## src/rtl/bitslam_pkg.sv

```systemverilog
// rtl/bitslam_pkg.sv - shared types and register map for the synth bus sequencer
package bitslam_pkg;

   localparam logic [2:0] VOICE0_DIV  = 3'd0;
   localparam logic [2:0] VOICE0_TAPS = 3'd1;
   localparam logic [2:0] VOICE1_DIV  = 3'd2;
   localparam logic [2:0] VOICE1_TAPS = 3'd3;
   localparam logic [2:0] MIXER_VOL   = 3'd4;

   typedef enum logic [1:0] {
      ST_IDLE = 2'd0,
      ST_ADDR = 2'd1,
      ST_DATA = 2'd2
   } bus_state_t;

   typedef struct packed {
      logic [2:0] addr;
      logic [5:0] data;
   } reg_write_t;

   function automatic logic [5:0] addr_field(input logic [2:0] addr);
      return {3'b000, addr};
   endfunction

endpackage

```

## src/rtl/bitslam_wr_fifo.sv

```systemverilog
// rtl/bitslam_wr_fifo.sv - synchronous FIFO of register writes
// Push is accepted at full when a pop happens in the same cycle.
module bitslam_wr_fifo
   import bitslam_pkg::*;
#(
   parameter int DEPTH = 4
) (
   input  logic       clk,
   input  logic       rst_n,
   input  logic       i_push,
   input  reg_write_t i_wdata,
   input  logic       i_pop,
   output reg_write_t o_rdata,
   output logic       o_full,
   output logic       o_empty
);
   localparam int AW = $clog2(DEPTH);

   reg_write_t    r_mem [DEPTH];
   logic [AW-1:0] r_wptr;
   logic [AW-1:0] r_rptr;
   logic [AW:0]   r_count;
   logic          w_push;
   logic          w_pop;

   assign o_empty = (r_count == '0);
   assign o_full  = (r_count == (AW+1)'(DEPTH));
   assign w_pop   = i_pop & ~o_empty;
   assign w_push  = i_push & (~o_full | w_pop);
   assign o_rdata = r_mem[r_rptr];

   always_ff @(posedge clk or negedge rst_n) begin
      if (!rst_n) begin
         r_wptr  <= '0;
         r_rptr  <= '0;
         r_count <= '0;
      end else begin
         if (w_push) r_wptr <= r_wptr + AW'(1);
         if (w_pop)  r_rptr <= r_rptr + AW'(1);
         case ({w_push, w_pop})
            2'b10:   r_count <= r_count + (AW+1)'(1);
            2'b01:   r_count <= r_count - (AW+1)'(1);
            default: r_count <= r_count;
         endcase
      end
   end

   always_ff @(posedge clk) begin
      if (w_push) r_mem[r_wptr] <= i_wdata;
   end

endmodule

```

## src/rtl/bitslam_sequencer.sv

```systemverilog
// rtl/bitslam_sequencer.sv - merges host FIFO writes and tempo pattern writes
// onto the synth's two-phase (address, then data) register bus.
module bitslam_sequencer
   import bitslam_pkg::*;
#(
   parameter int FIFO_DEPTH = 4,
   parameter int STEPS      = 8
) (
   input  logic                     clk,
   input  logic                     rst_n,
   input  logic                     host_valid,
   output logic                     host_ready,
   input  logic [2:0]               host_addr,
   input  logic [5:0]               host_data,
   input  logic                     run,
   input  logic [7:0]               step_period,
   input  logic                     pat_we,
   input  logic [$clog2(STEPS)-1:0] pat_idx,
   input  logic [9:0]               pat_wdata,
   output logic                     bus_sel,
   output logic [5:0]               bus_data,
   output logic [$clog2(STEPS)-1:0] step_idx,
   output logic                     busy,
   output logic                     overrun
);
   localparam int SW = $clog2(STEPS);

   bus_state_t  r_state;
   bus_state_t  w_state_nxt;
   logic        r_bus_sel;
   logic        w_bus_sel_nxt;
   logic [5:0]  r_bus_data;
   logic [5:0]  w_bus_data_nxt;
   reg_write_t  r_cur;
   reg_write_t  w_cur_nxt;
   logic [2:0]  r_shadow_addr;
   logic [2:0]  w_shadow_nxt;
   logic        r_shadow_valid;

   logic [7:0]  r_tick;
   logic [SW-1:0] r_step;
   logic [STEPS-1:0] r_pat_en;
   reg_write_t  r_pat_wr [STEPS];
   logic        r_pat_pend;
   reg_write_t  r_pat_req;
   logic        r_overrun;

   reg_write_t  w_host_wr;
   reg_write_t  w_fifo_head;
   logic        w_fifo_full;
   logic        w_fifo_empty;
   logic        w_push;
   logic        w_fire;
   logic        w_fire_en;
   logic        w_sel_point;
   logic        w_sel_pat;
   logic        w_sel_fifo;
   reg_write_t  w_sel_req;
   logic        w_skip;

   assign w_host_wr  = {host_addr, host_data};
   assign host_ready = ~w_fifo_full | w_sel_fifo;
   assign w_push     = host_valid & host_ready;

   bitslam_wr_fifo #(
      .DEPTH (FIFO_DEPTH)
   ) u_fifo (
      .clk     (clk),
      .rst_n   (rst_n),
      .i_push  (w_push),
      .i_wdata (w_host_wr),
      .i_pop   (w_sel_fifo),
      .o_rdata (w_fifo_head),
      .o_full  (w_fifo_full),
      .o_empty (w_fifo_empty)
   );

   // Tempo: a fire reads the table before any same-edge pat_we update lands.
   assign w_fire    = run & (r_tick == step_period);
   assign w_fire_en = w_fire & r_pat_en[r_step];

   always_ff @(posedge clk or negedge rst_n) begin
      if (!rst_n) begin
         r_tick <= '0;
         r_step <= '0;
      end else if (!run) begin
         r_tick <= '0;
         r_step <= '0;
      end else if (w_fire) begin
         r_tick <= '0;
         r_step <= r_step + SW'(1);
      end else begin
         r_tick <= r_tick + 8'd1;
      end
   end

   always_ff @(posedge clk or negedge rst_n) begin
      if (!rst_n) begin
         r_pat_en <= '0;
      end else if (pat_we) begin
         r_pat_en[pat_idx] <= pat_wdata[9];
      end
   end

   always_ff @(posedge clk) begin
      if (pat_we) r_pat_wr[pat_idx] <= reg_write_t'(pat_wdata[8:0]);
   end

   // A pending pattern write is only selectable in IDLE/DATA; a fire that
   // lands while it is still waiting replaces it and reports the loss.
   always_ff @(posedge clk or negedge rst_n) begin
      if (!rst_n) begin
         r_pat_pend <= 1'b0;
         r_pat_req  <= '0;
         r_overrun  <= 1'b0;
      end else begin
         r_overrun <= w_fire_en & r_pat_pend & ~w_sel_pat;
         if (w_fire_en) begin
            r_pat_pend <= 1'b1;
            r_pat_req  <= r_pat_wr[r_step];
         end else if (w_sel_pat) begin
            r_pat_pend <= 1'b0;
         end
      end
   end

   assign w_sel_point = (r_state == ST_IDLE) | (r_state == ST_DATA);
   assign w_sel_pat   = w_sel_point & r_pat_pend;
   assign w_sel_fifo  = w_sel_point & ~r_pat_pend & ~w_fifo_empty;
   assign w_sel_req   = r_pat_pend ? r_pat_req : w_fifo_head;
   assign w_skip      = r_shadow_valid & (w_sel_req.addr == r_shadow_addr);

   always_comb begin
      w_state_nxt    = r_state;
      w_bus_sel_nxt  = 1'b0;
      w_bus_data_nxt = addr_field(r_shadow_addr);
      w_cur_nxt      = r_cur;
      w_shadow_nxt   = r_shadow_addr;
      case (r_state)
         ST_ADDR: begin
            w_state_nxt    = ST_DATA;
            w_bus_sel_nxt  = 1'b1;
            w_bus_data_nxt = r_cur.data;
         end
         ST_IDLE, ST_DATA: begin
            if (w_sel_pat | w_sel_fifo) begin
               w_cur_nxt = w_sel_req;
               if (w_skip) begin
                  w_state_nxt    = ST_DATA;
                  w_bus_sel_nxt  = 1'b1;
                  w_bus_data_nxt = w_sel_req.data;
               end else begin
                  w_state_nxt    = ST_ADDR;
                  w_bus_data_nxt = addr_field(w_sel_req.addr);
                  w_shadow_nxt   = w_sel_req.addr;
               end
            end else begin
               w_state_nxt = ST_IDLE;
            end
         end
         default: begin
            w_state_nxt = ST_IDLE;
         end
      endcase
   end

   // Bus outputs are registered from the next-state decode so they line up
   // with the state they belong to.
   always_ff @(posedge clk or negedge rst_n) begin
      if (!rst_n) begin
         r_state        <= ST_IDLE;
         r_bus_sel      <= 1'b0;
         r_bus_data     <= '0;
         r_cur          <= '0;
         r_shadow_addr  <= '0;
         r_shadow_valid <= 1'b0;
      end else begin
         r_state        <= w_state_nxt;
         r_bus_sel      <= w_bus_sel_nxt;
         r_bus_data     <= w_bus_data_nxt;
         r_cur          <= w_cur_nxt;
         r_shadow_addr  <= w_shadow_nxt;
         r_shadow_valid <= 1'b1;
      end
   end

   assign bus_sel  = r_bus_sel;
   assign bus_data = r_bus_data;
   assign step_idx = r_step;
   assign overrun  = r_overrun;
   assign busy     = (r_state != ST_IDLE) | ~w_fifo_empty | r_pat_pend;

endmodule

```

## config.mk

```make
export PLATFORM = sky130hd
export DESIGN_NAME = bitslam_sequencer
export DESIGN_NICKNAME = d
export VERILOG_FILES = /design/src/rtl/bitslam_pkg.sv /design/src/rtl/bitslam_wr_fifo.sv /design/src/rtl/bitslam_sequencer.sv
export SDC_FILE = /design/constraint.sdc
export NUM_CORES = 1
export LEC_CHECK = 0
export BUFFER_PORTS_ARGS = -buffer_cell sky130_fd_sc_hd__buf_2
export CAP_MARGIN = 20
export CORE_MARGIN = 2
export CORE_UTILIZATION = 45
export CTS_CLUSTER_DIAMETER = 40
export DETAILED_ROUTE_END_ITERATION = 10
export GPL_ROUTABILITY_DRIVEN = 0
export SYNTH_ARGS = -nofsm -noshare
export SYNTH_HDL_FRONTEND = slang
export SYNTH_HIERARCHICAL = 1
export SYNTH_SLANG_ARGS = --single-unit
```

## constraint.sdc

```tcl
create_clock -name clk -period 6.6 [get_ports clk]
set_input_delay 0.66 -clock clk [delete_from_list [all_inputs] [get_ports clk]]
set_output_delay 0.66 -clock clk [all_outputs]
set_load 0.01 [all_outputs]
```

After elaboration in Yosys (flattened, before gate mapping)
Memory sizes are Yosys's and may differ from the RTL's. A register that Yosys moved wholly into a read port is not among the register bits.
Index checks and enable logic that the tools add are counted.
{ "word_totals": {"ff_bits": 47, "mem_bits_rw": 108, "out_inout_bits": 13, "memories": 2} }
{ "mem_list": {"columns": ["name", "depth", "word_bits", "read_ports", "rd_ports_with_merged_regs", "write_ports", "line", "source"], "rows": [
  ["r_pat_wr", 8, 9, 1, 1, 1, "bitslam_sequencer.sv:43", "reg_write_t r_pat_wr [STEPS];"],
  ["u_fifo.r_mem", 4, 9, 1, 0, 1, "bitslam_wr_fifo.sv:19", "reg_write_t r_mem [DEPTH];"]
]} }
{ "classes": {"addsub": 6, "magnitude_cmp": 3, "n_eq_ne": 8, "n_mux": 26, "n_bitwise": 22, "reduce_logical": 10} }
{ "op_table": {"columns": ["operator", "count"], "rows": [
  ["8-bit 2-to-1 mux", 2],
  ["6-bit 2-to-1 mux", 2],
  ["6-bit one-hot mux with 2 select lines", 1],
  ["1-bit bitwise AND", 11],
  ["1-bit 2-to-1 mux", 10],
  ["9-bit 2-to-1 mux", 1],
  ["8-bit by 1-bit adder with 8-bit output (second input constant)", 1],
  ["8-bit bitwise mux", 1],
  ["8-bit == test", 1],
  ["3-bit by 4-bit less-than comparator with 1-bit output (second input constant)", 2],
  ["3-bit by 1-bit adder with 3-bit output (second input constant)", 2],
  ["3-bit 2-to-1 mux", 2],
  ["1-bit OR", 6],
  ["3-bit one-hot mux with 2 select lines", 1],
  ["2-bit nonzero test", 3],
  ["1-bit NOT", 5],
  ["2-bit by 1-bit adder with 2-bit output (second input constant)", 2],
  ["2-bit by 1-bit == test with 1-bit output (second input constant)", 2],
  ["2-bit == test (second input constant)", 2],
  ["2-bit 2-to-1 mux", 2],
  ["2-bit one-hot mux with 2 select lines", 1],
  ["1-bit binary-select mux with 3-bit select", 1],
  ["1-bit demux with 3-bit select", 1],
  ["3-bit == test", 1],
  ["12 further kinds", 12]
]} }

Longest topological paths before layout
Gate-level depths: netlist of run 1.
{ "logic_depth": {"ltp_word": 9, "mapped_depth": 11, "mapped_depth_nobuf": 9} }

Modules after synthesis
The synthesis of run 1 kept the hierarchy.
{ "modules_own_cells": {"columns": ["module", "n_inst", "cells_each", "area_per_inst_um2", "seq_area_each_um2"], "rows": [
  ["bitslam_sequencer", 1, 328, 5109.9, 3363.2],
  ["bitslam_wr_fifo", 1, 99, 1811.7, 1256.2]
]} }

Worst setup path before layout of run 1
Ideal clock, no wire load.
{ "synth_timing": {"path_type": "reg-to-reg", "from": "register u_fifo.r_count[2]", "to": "register u_fifo.r_count[2]", "t_arrival_ns": 2.783, "t_required_ns": 6.454, "setup_slack_ns": 3.671, "stages_incl_launch_ff": 12, "n_path_buf": 2, "cell_sequence": "dfrtp_1 > buf_4 > nor3_1 > nor3_1 > nand2b_1 > and2_1 > clkbuf_1 > or2_2 > fa_1 > nand2b_1 > o211ai_1 > o311ai_0"} }
{ "synth_via": {"elab_chain_cells": 8, "elab_cells_between_ends": 16} }
{ "synth_lines": {"columns": ["element", "line", "source"], "rows": [
  ["start: declaration", "bitslam_wr_fifo.sv:22", "logic [AW:0] r_count;"],
  ["start signal: assignment", "bitslam_wr_fifo.sv:41", "2'b10: r_count <= r_count + (AW+1)'(1);"],
  ["start signal: assignment", "bitslam_wr_fifo.sv:42", "2'b01: r_count <= r_count - (AW+1)'(1);"],
  ["start signal: assignment", "bitslam_wr_fifo.sv:43", "default: r_count <= r_count;"],
  ["3-bit zero test (*)", "bitslam_wr_fifo.sv:26", "assign o_empty = (r_count == '0);"],
  ["net w_fifo_empty", "bitslam_sequencer.sv:51", "logic w_fifo_empty;"],
  ["1-bit NOT (*)", "bitslam_sequencer.sv:129", "assign w_sel_fifo = w_sel_point & ~r_pat_pend & ~w_fifo_empty;"],
  ["1-bit bitwise AND (*)", "bitslam_sequencer.sv:129", null],
  ["net w_sel_fifo", "bitslam_sequencer.sv:57", "logic w_sel_fifo;"],
  ["1-bit OR (*)", "bitslam_sequencer.sv:62", "assign host_ready = ~w_fifo_full | w_sel_fifo;"],
  ["net host_ready", "bitslam_sequencer.sv:12", "output logic host_ready,"],
  ["1-bit bitwise AND (*)", "bitslam_sequencer.sv:63", "assign w_push = host_valid & host_ready;"],
  ["net w_push", "bitslam_sequencer.sv:52", "logic w_push;"],
  ["1-bit bitwise AND (*)", "bitslam_wr_fifo.sv:29", "assign w_push = i_push & (~o_full | w_pop);"],
  ["2-bit by 1-bit == test with 1-bit output or 2-bit == test (tied branches)", "bitslam_wr_fifo.sv:40", "case ({w_push, w_pop})"],
  ["3-bit one-hot mux with 2 select lines or 2-bit nonzero test (tied branches)", null, null]
]} }
The timed path passes the listed nets; every way through them passes the cells marked *.
A chain may end at the register's enable or synchronous reset.

Final worst setup path of run 1
{ "layout_timing": {"from": "register u_fifo.r_count[2]", "to": "register u_fifo.r_count[2]"} }
{ "layout_via": {"elab_chain_cells": 8, "elab_cells_between_ends": 16} }
{ "layout_lines": {"columns": ["element", "line"], "rows": [
  ["3-bit zero test (*)", "bitslam_wr_fifo.sv:26"],
  ["net w_fifo_empty", "bitslam_sequencer.sv:51"],
  ["1-bit NOT (*)", "bitslam_sequencer.sv:129"],
  ["1-bit bitwise AND (*)", "bitslam_sequencer.sv:129"],
  ["net w_sel_fifo", "bitslam_sequencer.sv:57"],
  ["1-bit OR (*)", "bitslam_sequencer.sv:62"],
  ["1-bit bitwise AND (*)", "bitslam_sequencer.sv:63"],
  ["net w_push", "bitslam_sequencer.sv:52"],
  ["1-bit bitwise AND (*)", "bitslam_wr_fifo.sv:29"],
  ["2-bit by 1-bit == test with 1-bit output or 2-bit == test (tied branches)", "bitslam_wr_fifo.sv:40"],
  ["3-bit one-hot mux with 2 select lines or 2-bit nonzero test (tied branches)", null]
]} }
Marked as above.

==> out/results.txt, run 1 <==
Antenna violations before repair -> 0
Post-CTS Setup Inserts -> 0
Via count -> 3,770
Num rows -> 45
Required @ worst endpoint -> 6870 ps
Setup ws final -> 3360 ps
Die width -> 128.0 um
Average wire per standard cell -> 19.02 um
Setup slack at placement -> 3450 ps
Post-Syn Area -> 6922 um^2
Mean area per synthesized cell -> 16.21 um^2
Final setup violation count -> 0
VDD IR-drop max -> 0.0002296 V
Status -> completed
Final Non-Filler Cells -> 686
Io pins -> 48
Fin. max-slew vios -> 0
Post-cts gate resize count -> 0
Sequential area share after synthesis -> 66.74%
Core ar. -> 15,090 um^2
Placed insts -> 653
Startpoint Class -> flip-flop
Total Power -> 3.073 mW
Drt pass-1 iters -> 6
Worst clock skew -> 11.22 ps
Slowest-stage cell, CP -> nor3_1
CP max stage delay -> 610 ps
Async set-or-reset flop fraction in the synthesized netlist -> 33.74%
Reg2reg start -> u_fifo/r_count[2]$_DFFE_PN0P_
Synth Instances -> 427
Clk slew on worst S/H paths -> 60 ps
CP startpoint -> u_fifo/r_count[2]$_DFFE_PN0P_
Grt total ovfl -> 0
Tmin final -> 3240 ps
RSZ-0062 raised after global routing -> no
Largest net degree at the start of global routing -> 56
Gr usage total -> 17.22%
CTS Sinks -> 163
Share of cells above drive strength 1 -> 30.12%
RR Endpoint -> u_fifo/r_count[2]$_DFFE_PN0P_
Worst path cell trace -> nor3_1, nor3_1, buf_4, nand2b_1, and2_1, or2_2, fa_1, nand2b_1, o211ai_1, o311ai_0
Area leader, netlist -> edfxtp_1
Crit share post-route -> 49.09%
Top_reg_cell synth -> edfxtp_1
Vias in the first global route -> 3,861
Die area -> 16,390 um^2
LEAKAGE -> 3.013 nW
Starting DRT DRC Count -> 374
Reg2Reg Setup Slack -> 3360 ps
Synth top area share -> 46.85%
Final Hold Viols -> 0
HPWL after DPL -> 8364 um
Synth Warn # -> 6
CTS Hold Buffers Added -> 0
Total CTS buffers -> 17
CTS H-tree depth -> 4
Starting density of the core -> 45.87%
Worst-Margin Slew -> 1068 ps
Setup TNS -> 0 ps
Clock root cell -> clkbuf_16
Antenna diode count -> 0
Maximum clock path buffer count -> 2
Fin nets -> 527
Remaining antenna violation count after routing -> 0
Syn_nets -> 469
Min-delay worst type -> primary input to asynchronous set/reset pin
Top-count cell post-synth -> edfxtp_1
Fmax -> 0.3086 GHz
Die Height -> 128.0 um
Cell variety after synth -> 55
Most frequent cells after synthesis -> edfxtp_1, dfrtp_1, mux4_2, nor2_1, mux2_2
First-pass GRT wire length -> 20,760 um
Maxcap violations -> 0
Residual DRC -> 0
DRT Wirelength -> 13,050 um
Critical path arrival -> 3510 ps
Area delta synth->final -> 15.44%
Vias/cell -> 5.496
Crit. End Element -> flip-flop
Clock Latency Late Sink -> 420 ps
Worst-case reg-to-reg path depth -> 10
Top cells by area, synth -> edfxtp_1, dfrtp_1, mux4_2
PwrDens -> 384.6 nW/um^2
Seq cells post-synth -> 163
Critical setup path kind -> flip-flop to flip-flop
Worst-path fanout max -> 12
# port buffers -> 47
Post-synth EDFFs -> 108
CTS tree -> built
Max_slew headroom -> 28.51%
-- cells in the final DEF (no fill, tap or decap), drive strengths merged, types with 7 or more instances in the layout --
master / n
nand2b: 7
mux2: 27
a21oi: 9
buf: 56
inv: 26
xnor2: 17
dfrtp: 55
nand2: 17
edfxtp: 108
mux2i: 13
mux4: 29
nor3: 11
clkbuf: 21
nor2: 25
-- routing by layer --
layer / track usage (%) / wire [um] / vias to the layer above
met1: 22.32 / 5833 / 1919
met4: 4.460 / 114 / 0
met2: 28.56 / 6528 / 94
met5: 0 / 0 / -
met3: 5.259 / 568 / 13
li1: - / - / 1744
-- sequential cells by signal, summed over array words and instances, names as in the netlist --
register / count
u_fifo/r_rptr: 2
r_state: 1
step_idx: 3
r_pat_pend: 1
r_pat_wr: 72
u_fifo/r_mem: 36
u_fifo/r_wptr: 2
r_pat_req: 9
r_tick: 8
bus_sel: 1
r_pat_en: 8
bus_data: 6
r_cur: 6
overrun: 1
u_fifo/r_count: 3
r_shadow_addr: 3
r_shadow_valid: 1
-- where the power goes --
group	total [mW]	switching, mW	leakage, nW	internal [mW]
Combinational	0.709	0.383	1.03	0.325
Sequential	1.37	0.122	1.68	1.25
Clock	0.992	0.427	0.302	0.565
-- critical path: cells and delay by family (launching register included) --
family                   cells  cell delay, ps
AO/OA/AOI/OAI                2             360
adder cells (fa/ha/maj)      1             400
buffers and inverters        1             210
flip-flops                   1             460
AND/OR/NAND/NOR              6            1650
-- cells by family after synthesis --
group | count (synthesis) | share of synthesized area [%]
DFF | 163 | 66.74
and+or+nand+nor | 89 | 6.453
muxes | 69 | 16.14
AOI/OAI and AO/OA | 43 | 4.483
buffers and inverters | 34 | 2.097
xor gates and xnor gates | 21 | 2.657
adders and majority gates | 7 | 1.374
other | 1 | 0.05418
-- worst max-delay path by stage --
stage	to	slack (ps)	cells past startpoint
floorplan	u_fifo/r_count[2]$_DFFE_PN0P_	3670	11
global placement	u_fifo/r_count[2]$_DFFE_PN0P_	3610	10
detailed placement	u_fifo/r_count[2]$_DFFE_PN0P_	3450	10
CTS	u_fifo/r_count[2]$_DFFE_PN0P_	3410	10
global route	u_fifo/r_count[2]$_DFFE_PN0P_	3170	10
finish	u_fifo/r_count[2]$_DFFE_PN0P_	3360	10
-- cell type report --
type	count	area [um^2]
well taps	188	235.2
repair buffers	56	306.5
flip-flops and latches	163	4619
multi-input cells	230	2157
fillers	1231	7099
inverters	17	63.81
clock inverters	11	103.9
clock buffers	21	504.2
-- stage by stage --
step | util, % | area [um^2] | hold WS [ps]
floorplan | - | 6922 | 364.4
global placement | 48.85 | 7371 | 461.2
detailed placement | 48.85 | 7371 | 466.0
CTS | 52.88 | 7979 | 399.8
global route | 52.95 | 7990 | 425.3
finish | 52.95 | 7990 | 370.8
Power figures use the tool's default switching activity.
==> run 2, diff against run 1 <==
--- a/config.mk
+++ b/config.mk
@@ -5,6 +5,7 @@
 export SDC_FILE = /design/constraint.sdc
 export NUM_CORES = 1
 export LEC_CHECK = 0
+export ABC_AREA = 1
 export BUFFER_PORTS_ARGS = -buffer_cell sky130_fd_sc_hd__buf_2
 export CAP_MARGIN = 20
 export CORE_MARGIN = 2
==> constraint.sdc (replaced) <==
create_clock -name clk -period 3.05 [get_ports clk]
set_input_delay 0.305 -clock clk [delete_from_list [all_inputs] [get_ports clk]]
set_output_delay 0.305 -clock clk [all_outputs]
set_load 0.01 [all_outputs]
==> run 2 against run 1 <==
  * Worst setup slack got worse by 2800 ps
  * Non-clock buffer count rose by 14
  * Clock-buffer cell count fell by 4
  * Cell area rose by 1.9%
  * Global-route usage rose by 1.9 points
  * Final cell count rose by 40%
  * Maximum frequency rose by 33%
  * Clock skew fell by 3.4 ps
  * Routed wire length rose by 15%
==> out/results.txt, run 2 <==
Post-synth EDFFs -> 108
Syn_nets -> 713
Clock Latency Late Sink -> 420 ps
Maximum clock path buffer count -> 2
Placed insts -> 924
Max_slew headroom -> 53.76%
CTS Sinks -> 163
Critical path arrival -> 2760 ps
Die width -> 129.6 um
Grt total ovfl -> 0
Cell variety after synth -> 35
Worst clock skew -> 7.865 ps
Reg with most FFs -> r_pat_wr
Die Height -> 129.6 um
Worst-Margin Slew -> 687.4 ps
Post-route cell area -> 8145 um^2
Clock root cell -> clkbuf_16
VDD IR-drop max -> 0.0004425 V
Residual DRC -> 0
Post-Syn Area -> 7101 um^2
Synth Instances -> 671
Most frequent cells after synthesis -> nand2_1, edfxtp_1, nor2_1, o21ai_0, inv_1
Required @ worst endpoint -> 3370 ps
Antenna violations before repair -> 0
Final setup violation count -> 0
Startpoint Class -> flip-flop
Comb pwr share -> 26.0%
Highest-count cells in the layout ignoring fill and taps -> nand2_1, edfxtp_1, nor2_1, o21ai_0, inv_1
Worst-path fanout max -> 5
Tmin final -> 2443 ps
Sequential area share after synthesis -> 65.06%
Sequential Power Share -> 44.0%
Min-delay worst type -> primary input to flip-flop
Die area -> 16,800 um^2
Maxcap violations -> 0
Clk slew on worst S/H paths -> 60 ps
DRT Wirelength -> 15,020 um
Area after DPL -> 7586 um^2
Remaining antenna violation count after routing -> 0
Commonest non-fill, non-tap cell in the layout -> nand2_1
Int Pwr -> 4.365 mW
Setup slack at placement -> 600.9 ps
Fmax -> 0.4093 GHz
Biggest regs -> r_pat_wr x72, u_fifo/r_mem x36, r_pat_req x9
Area leader, netlist -> edfxtp_1
Setup TNS -> 0 ps
RSZ-0062 raised after global routing -> no
First-pass GRT wire length -> 24,190 um
Synth Warn # -> 6
Share of cells above drive strength 1 -> 17.29%
Top cells by area, synth -> edfxtp_1, dfrtp_1, nand2_1
Setup ws final -> 606.7 ps
CTS H-tree depth -> 4
Starting DRT DRC Count -> 446
P_sw -> 2.184 mW
Crit. End Element -> flip-flop
Core ar. -> 15,310 um^2
Layout fillers -> 1,375
Final Non-Filler Cells -> 958
Vias/cell -> 5.088
CTS Hold Buffers Added -> 1
Fin nets -> 775
Clock power frac -> 30.0%
PwrDens -> 804.0 nW/um^2
LEAKAGE -> 3.459 nW
Num rows -> 45
Vias in the first global route -> 4,865
Io pins -> 48
Largest net degree at the start of global routing -> 47
Via count -> 4,874
Final Hold Viols -> 0
Hold_ws -> 101.4 ps
Synth top area share -> 45.67%
CTS tree -> built
Sw frac -> 33.35%
Number of flip-flops in the largest register -> 72
Top_reg_cell synth -> edfxtp_1
Total Power -> 6.549 mW
Top-count cell post-synth -> nand2_1
Total CTS buffers -> 17
HPWL after DPL -> 10,250 um
Drt pass-1 iters -> 5
Status -> completed
Area delta synth->final -> 14.71%
Fin. max-slew vios -> 0
Async set-or-reset flop fraction in the synthesized netlist -> 33.74%
Mean area per synthesized cell -> 10.58 um^2
Gr usage total -> 19.14%
Average wire per standard cell -> 15.68 um
Crit share post-route -> 80.11%
Final core utilization -> 53.19%
Seq cells post-synth -> 163
Starting density of the core -> 46.36%
Post-CTS Setup Inserts -> 0
Critical setup path kind -> flip-flop to flip-flop
Post-cts gate resize count -> 0
# port buffers -> 47
## run 2: cell count changes after synthesis, moves of 29 or more
cell | before | now
o22ai_1 | 0 | 31
o21ai_0 | 4 | 71
nand2_1 | 17 | 118
inv_1 | 17 | 62
nor2_1 | 25 | 93
mux4_2 | 29 | 0
## run 2: final cells by class
type | count | area, um^2 | area share, %
Sequential cell | 163 | 4619 | 56.71
Multi-Input combinational cell | 415 | 2049 | 25.16
Clock buffer | 17 | 425.4 | 5.223
Timing Repair Buffer | 70 | 410.4 | 5.038
Tap cell | 211 | 264.0 | 3.241
Inverter | 66 | 252.7 | 3.103
Clock inverter | 15 | 121.4 | 1.490
Antenna cell | 1 | 2.502 | 0.03072
## run 2: cell families after synthesis
| kind of cell | count (synthesis) | share of synthesized area (%) |
|---|---|---|
| simple gates | 262 | 15.63 |
| flops | 163 | 65.06 |
| compound gates | 133 | 10.36 |
| buf+inv | 93 | 6.079 |
| xor+xnor | 12 | 1.480 |
| fa+ha+maj | 7 | 1.339 |
| other cells | 1 | 0.05281 |
## run 2: power groups by stage
stage	sequential [mW]	combinational (mW)	clock [mW]
2_1_floorplan	2.88	1.23	0
3_3_place_gp	2.91	1.67	0
3_5_place_dp	2.92	1.71	0
4_1_cts	2.88	1.72	2.01
5_1_grt	2.92	1.95	2.11
6_report	2.88	1.70	1.97
## run 2: final timing paths
path | from | to | slack (ps) | cells after the start
max in group asynchronous | rst_n | r_tick[0]$_DFF_PN0_ | 1820 | 3
setup reg to reg | u_fifo/r_count[2]$_DFFE_PN0P_ | u_fifo/r_count[2]$_DFFE_PN0P_ | 610 | 14
hold / removal | host_data[4] | u_fifo/r_mem[3][4]$_DFFE_PP_ | 100 | 1
hold reg to reg | r_pat_req[5]$_DFFE_PN0P_ | r_pat_req[5]$_DFFE_PN0P_ | 480 | 2
setup / recovery | u_fifo/r_count[2]$_DFFE_PN0P_ | u_fifo/r_count[2]$_DFFE_PN0P_ | 610 | 14
min in group asynchronous | rst_n | u_fifo/r_rptr[0]$_DFFE_PN0N_ | 400 | 2
## run 2: layer usage
metal | global-route usage, % | part of all wire [%]
met5 | 0 | 0
met4 | 5.566 | 1.4
met3 | 5.078 | 5.2
met2 | 32.12 | 49
met1 | 24.60 | 45
## run 2: critical path, cell delays in order, from the launching register on
cell,delay [ps]
dfrtp_1,380
inv_1,80
nand2_2,120
inv_1,60
inv_1,90
nand2_1,90
a21boi_0,560
inv_1,160
nand3_1,200
fa_1,230
inv_1,60
nand2_1,80
nand3_1,100
nand2_1,80
inv_1,40
==> run 3, diff against run 2 <==
==> constraint.sdc (replaced) <==
create_clock -name clk -period 2.2 [get_ports clk]
set_input_delay 0.22 -clock clk [delete_from_list [all_inputs] [get_ports clk]]
set_output_delay 0.22 -clock clk [all_outputs]
set_load 0.01 [all_outputs]
==> run 3 against run 2 <==
  * Hold slack got worse by 84 ps
  * Sequential power rose by 38%
  * Largest cell class unchanged
  * Total power rose by 41%
  * Final cell count rose by 0.73%
  * Critical endpoint is now u_fifo/r_mem[3][8]$_DFFE_PP_
==> out/results.txt, run 3 (synthesis results as in run 2) <==
Status -> completed
Critical setup path kind -> flip-flop to flip-flop
Startpoint Class -> flip-flop
Int Pwr -> 6.206 mW
CTS tree -> built
RSZ-0062 raised after global routing -> yes
Fin. max-slew vios -> 0
Final Hold Viols -> 0
# port buffers -> 47
Reg2reg start -> u_fifo/r_count[2]$_DFFE_PN0P_
Area delta synth->final -> 16.14%
Layout fillers -> 1,382
Required @ worst endpoint -> 2250 ps
Sequential Power Share -> 43.2%
Clock Latency Late Sink -> 420 ps
Reg2Reg Setup Slack -> 30 ps
Tmin final -> 2171 ps
Largest net degree at the start of global routing -> 33
Highest-count cells in the layout ignoring fill and taps -> nand2_1, edfxtp_1, nor2_1, o21ai_0, inv_1
Antenna violations before repair -> 0
Fmax -> 0.4606 GHz
Hold_ws -> 17.77 ps
Die area -> 16,800 um^2
Hold Path Stages -> 1
Num rows -> 45
Hold Path End -> u_fifo/r_mem[3][4]$_DFFE_PP_
Grt total ovfl -> 0
P_sw -> 3.003 mW
Remaining antenna violation count after routing -> 0
Commonest non-fill, non-tap cell in the layout -> nand2_1
Number of flip-flops in the largest register -> 72
Starting DRT DRC Count -> 316
Via count -> 4,877
Clock root cell -> clkbuf_16
Residual DRC -> 0
Comb pwr share -> 26.8%
Antenna diode count -> 0
HPWL after DPL -> 10,140 um
Share of cells above drive strength 1 -> 18.83%
Biggest regs -> r_pat_wr x72, u_fifo/r_mem x36, r_pat_req x9
Worst-case reg-to-reg path depth -> 9
Die width -> 129.6 um
Drt pass-1 iters -> 4
Total Power -> 9.208 mW
First-pass GRT wire length -> 24,250 um
Final core utilization -> 53.85%
DRT Wirelength -> 14,770 um
Sw frac -> 32.61%
Worst-Margin Slew -> 864.9 ps
Min-delay worst type -> primary input to flip-flop
CTS Sinks -> 163
Fin nets -> 783
Reg with most FFs -> r_pat_wr
Maxcap violations -> 0
Clock power frac -> 30.0%
VDD IR-drop max -> 0.0005697 V
Worst-path fanout max -> 9
Crit. End Element -> flip-flop
Maximum clock path buffer count -> 2
Max_slew headroom -> 42.13%
PwrDens -> 1117 nW/um^2
RR Endpoint -> u_fifo/r_mem[3][8]$_DFFE_PP_
CTS H-tree depth -> 4
Starting density of the core -> 46.36%
Average wire per standard cell -> 15.30 um
Clk slew on worst S/H paths -> 60 ps
Total CTS buffers -> 17
LEAKAGE -> 3.506 nW
Core ar. -> 15,310 um^2
Final setup violation count -> 0
Worst clock skew -> 6.260 ps
Die Height -> 129.6 um
Critical path arrival -> 2220 ps
Crit share post-route -> 98.69%
Worst hold path startpoint -> host_data[4]
Gr usage total -> 19.03%
Vias in the first global route -> 4,773
Io pins -> 48
Vias/cell -> 5.054
[run 3: worst max-delay path: stages, from the launching register on]
cell and delay (ps):
dfrtp_1 390, inv_1 90, nand2_2 80, inv_1 50
inv_1 60, nand2_1 80, a21boi_1 150, buf_4 160
o21ai_4 80, nor2_1 670
[run 3: worst max-delay path by stage]
stage,startpoint,end,slack [ps]
global route,u_fifo/r_count[2]$_DFFE_PN0P_,u_fifo/r_mem[3][5]$_DFFE_PP_,-120
floorplan,r_pat_pend$_DFFE_PN0P_,u_fifo/r_mem[0][0]$_DFFE_PP_,100
detailed placement,u_fifo/r_count[0]$_DFFE_PN0P_,u_fifo/r_count[2]$_DFFE_PN0P_,-20
finish,u_fifo/r_count[2]$_DFFE_PN0P_,u_fifo/r_mem[3][8]$_DFFE_PP_,30
global placement,u_fifo/r_count[0]$_DFFE_PN0P_,u_fifo/r_mem[0][5]$_DFFE_PP_,110
CTS,u_fifo/r_count[0]$_DFFE_PN0P_,u_fifo/r_count[2]$_DFFE_PN0P_,30
[run 3: routing by layer]
layer	share of wire (%)	GRT usage [%]	wire (um)	vias to the layer above
met2	50	31.54	7383	82
met1	45	24.83	6632	2371
met5	0	0	0	-
li1	-	-	-	2406
met4	1.6	6.262	235	0
met3	3.5	4.542	514	18
[run 3: what timing repair did]
item | in CTS | in global routing
setup endpoints to repair | 1 | 44
endpoints found under the hold margin | 27 | 0
hold buffers | 2 | 0
setup buffers | 0 | 2
pin swaps | 0 | 2
gates resized for setup | 1 | 6
[run 3: area by class of cell]
class	instances	area (um^2)	share of cell area (%)
multi-input combinational	415	2063	25.02
clock inverter	15	131.4	1.593
inverter	66	256.5	3.110
timing repair buffer	78	485.5	5.887
tap	211	264.0	3.201
sequential	163	4621	56.03
clock buffer	17	425.4	5.159
[run 3: power by group through the flow]
stage	Sequential, mW	Clock (mW)	Combinational [mW]
after detailed placement	4.04	0	2.42
final	3.98	2.76	2.46
after CTS	3.98	2.83	2.43
after global routing	4.03	2.97	2.77
after floorplan	3.99	0	1.71
after global placement	4.02	0	2.34
[run 3: metrics by stage]
stage	setup TNS [ps]	setup slack [ps]	instance area, um^2	instances
2_1_floorplan	0	99.65	7101	671
3_3_place_gp	0	106.1	7636	929
3_5_place_dp	-15.86	-15.86	7636	929
4_1_cts	0	25.04	8215	963
5_1_grt	-3078	-122.0	8247	965
6_report	0	28.86	8247	965
